==> src/rtl/adder_1bit_full.sv <==
// 1-bit full adder leaf cell with generate/propagate taps and an optional registered result.
// Latency: comb ports 0 cycles; registered ports 1 cycle when P_REG_OUT=1, 0 cycles when bypassed.
// Backpressure: none; i_vld qualifies capture, and the registered result holds while i_vld is low.
module adder_1bit_full #(
  parameter bit P_REG_OUT = 1'b1
) (
  input  logic i_clk,
  input  logic i_rst_n,
  input  logic i_num_a,
  input  logic i_num_b,
  input  logic i_cry,
  input  logic i_vld,
  output logic o_res,
  output logic o_cry,
  output logic o_gen,
  output logic o_prp,
  output logic o_res_q,
  output logic o_cry_q,
  output logic o_vld_q
);

  logic gen;
  logic prp;
  logic res;
  logic cry;

  // Generate/propagate form the carry so chained lookahead logic sees the same terms.
  always_comb begin
    gen = i_num_a & i_num_b;
    prp = i_num_a ^ i_num_b;
    res = prp ^ i_cry;
    cry = gen | (i_cry & prp);
  end

  assign o_res = res;
  assign o_cry = cry;
  assign o_gen = gen;
  assign o_prp = prp;

  generate
    if (P_REG_OUT) begin : g_reg
      logic res_q;
      logic cry_q;
      logic vld_q;

      // Valid tracks i_vld every edge; the result is captured only on a valid cycle.
      always_ff @(posedge i_clk or negedge i_rst_n) begin
        if (!i_rst_n) begin
          res_q <= 1'b0;
          cry_q <= 1'b0;
          vld_q <= 1'b0;
        end else begin
          vld_q <= i_vld;
          if (i_vld) begin
            res_q <= res;
            cry_q <= cry;
          end
        end
      end

      assign o_res_q = res_q;
      assign o_cry_q = cry_q;
      assign o_vld_q = vld_q;
    end else begin : g_bypass
      // Clock and reset have no function in the bypass build.
      logic unused_clk_rst;
      assign unused_clk_rst = i_clk ^ i_rst_n;

      assign o_res_q = res;
      assign o_cry_q = cry;
      assign o_vld_q = i_vld;
    end
  endgenerate

endmodule

==> config.mk <==
export PLATFORM = sky130hd
export DESIGN_NAME = adder_1bit_full
export DESIGN_NICKNAME = d
export VERILOG_FILES = /design/src/rtl/adder_1bit_full.sv
export SDC_FILE = /design/constraint.sdc
export NUM_CORES = 1
export LEC_CHECK = 0
export CELL_PAD_IN_SITES_DETAIL_PLACEMENT = 1
export CELL_PAD_IN_SITES_GLOBAL_PLACEMENT = 1
export CORE_AREA = 5 5 42 44
export CTS_CLUSTER_DIAMETER = 80
export DETAILED_ROUTE_END_ITERATION = 10
export DIE_AREA = 0 0 47 49
export PLACE_DENSITY = 0.52
export SKIP_CTS_REPAIR_TIMING = 1
export SLEW_MARGIN = 20
export SYNTH_ARGS = -nofsm -noshare
export SYNTH_HDL_FRONTEND = slang
export SYNTH_SLANG_ARGS = --single-unit
==> constraint.sdc <==
create_clock -name i_clk -period 1.8 [get_ports i_clk]
set_clock_uncertainty 0.05 [all_clocks]
set_input_delay 0.18 -clock i_clk [delete_from_list [all_inputs] [get_ports i_clk]]
set_output_delay 0.18 -clock i_clk [all_outputs]
set_load 0.05 [all_outputs]
==> summary.txt <==
Setup path
  – CP Launch Type: input port
  – Depth of the most critical reg-to-reg path: 1
  – WP data arrival: 1.44 ns
  – Setup slack, reg-to-reg: 1.00 ns
  – Kind of end point of the critical path: primary output
  – Crit path max-delay family: adder cells
  – Worst path max stage delay: 0.64 ns
  – Slowest-stage cell, CP: fa_1
  – Reg2reg start: o_cry_q
  – Crit path max fanout: 2
  – Worst path bufs/invs: 2
  – WP data required: 1.57 ns
  – Cell chain of the critical path: clkdlybuf4s50_1 -> fa_1 -> buf_12
  – Crit Path Class: in2out
  – Capture point of the worst reg-to-reg path: o_cry_q

Floorplanning
  – DIE AREA: 0.00230 mm²
  – DIE HEIGHT: 49 µm
  – Initial core utilization: 9.29%
  – Top Ports: 13
  – Core box area: 0.00140 mm²
  – Die Wd: 47 µm
  – Site row count: 14

Power and ir drop
  – Switch share: 35.6%
  – Internal: 222 µW
  – Sequential power share: 23.3%
  – Combinational Power Share: 42.5%
  – Net Switching: 123 µW
  – PwrDens: 1060 mW/mm²
  – Max VDD drop: 0.264 mV
  – Lkg Pwr: 0.137 nW
  – Tot Pwr: 345 µW
  – Clock share of power: 34.2%

Finish
  – Commonest non-fill, non-tap cell in the layout: clkdlybuf4s50_1
  – Antenna cells: 0
  – Most frequent cells in the layout: 8 x clkdlybuf4s50_1, 3 x clkbuf_4, 3 x dfrtp_1, 3 x buf_12, 2 x mux2_2
  – Share of post-route cells with drive strength above 1: 39.1%
  – Synth-to-Final Area Change: 149%
  – Nets: 32

Detailed routing
  – Drt total wl: 442 µm
  – WL/cell: 11.3 µm
  – ANT nets after route: 0
  – Post-DR vias/cell: 3.21
  – Initial DRC count: 0
  – Pre-Repair DR Iteration Count: 1
  – Via Count: 125
  – DRC: 0

STA
  – RSZ-0062 raised after global routing: false
  – Max frequency: 597 MHz
  – Crit path time final: 1.67 ns
  – Hold Fails Final Rpt: 0
  – Final slew viol count: 0
  – Tightest Pin Transition: 0.496 ns
  – Relative slew slack: 66.8%
  – Setup TNS: 0 ns
  – Final worst setup slack: 0.125 ns
  – Final setup vio count: 0
  – Final Cycle Share: 93.0%

GRT
  – Global-route wire length before repair: 703 µm
  – Total gr overflow: 0
  – Vias in the first global route: 177
  – GRT Util Overall: 4.95%
  – Antenna violations before repair: 0
  – Pin count of the biggest net entering global routing: 4

Synth
  – FF+latch count, synth: 3
  – Synth cell types: 4
  – YS warnings: 0
  – Syn avg cell area: 18.6 µm²
  – Syn Nets: 15
  – Syn Inst Count: 7
  – Share of the synthesized area in the top cell type: 57.7%
  – Synth top area cells: dfrtp_1 58%, mux2_2 17%, fa_1 15%
  – Area of the mapped netlist: 130 µm²
  – Sequential fraction of the synthesis area: 57.7%
  – Area leader, netlist: dfrtp_1

Job
  – Max Cap Viol: 0

Run status
  – Outcome: completed

Clock tree
  – Max clock buf depth: 2
  – CTS Root Cell: clkbuf_4
  – Clk Latency, worst-skew pair: 0.23 ns
  – CTS tree: yes
  – Clk slew on worst S/H paths: 0.04 ns
  – # H-tree levels: 1
  – CTS Sinks: 3
  – Total CTS buffers: 3

Place
  – DP Worst Slack: 0.107 ns
  – Routability cong.: 0.697
  – PortBufs: 12

Worst hold path
  – Min-Delay Path Class: in2async
[metal layers]
layer / wire length [µm] / global-route usage (%) / vias to the layer above
met5: 0 / 0 / -
met1: 194 / 5.33 / 57
met3: 86 / 3.69 / 0
li1: - / - / 55
met4: 0 / 5.53 / 0
met2: 161 / 5.43 / 13
[final cells by class]
class / count / area [µm²]
repair buffers: 12 / 148
fillers: 157 / 1080
flip-flops and latches: 3 / 75.1
multi-input cells: 4 / 55.1
well taps: 16 / 20.0
clock buffers: 4 / 26.3
[cells by family (layout without fill, tap and decap cells)]
kind of cell | Yosys count | after routing | synth area share (%)
flip-flops | 3 | 3 | 57.7
multiplexers | 2 | 2 | 17.3
adder cells (fa/ha/maj) | 2 | 2 | 25.0
buffers and inverters | 0 | 16 | 0
[synth_stat cells (all sizes together)]
master / count
fa: 1
dfrtp: 3
ha: 1
mux2: 2
[flip-flops by register name, summed over array words and instances (netlist names)]
register and flops:
o_vld_q 1, o_cry_q 1, o_res_q 1
[stage by stage]
step,util (%),std cells,hold slack (ns),cell area [µm²]
after floorplan,-,7,-0.166,130
after CTS,23.1,39,0.0789,324
after detailed placement,21.3,35,0.327,298
after global routing,23.1,39,0.0955,324
final,23.1,39,0.0821,324
after global placement,21.3,35,0.319,298
[power by group through the flow]
stage               Clock (mW)  Sequential (mW)  Combinational, mW
floorplan                    0            0.111             0.0501
global placement             0           0.0808              0.146
detailed placement           0           0.0816              0.148
CTS                      0.125           0.0807              0.149
global route             0.126           0.0817              0.153
finish                   0.118           0.0805              0.146
[how the worst max path moves through the flow]
stage | from | to | slack (ns) | cells after the start
finish | i_num_a | o_res | 0.13 | 3
global route | i_num_a | o_res | 0.07 | 3
CTS | i_num_a | o_res | 0.10 | 3
detailed placement | i_num_a | o_res_q | 0.11 | 3
global placement | i_num_a | o_res_q | 0.14 | 3
floorplan | i_num_a | o_res_q | 0.39 | 2
Note: power is estimated with default switching activity, not from simulation.
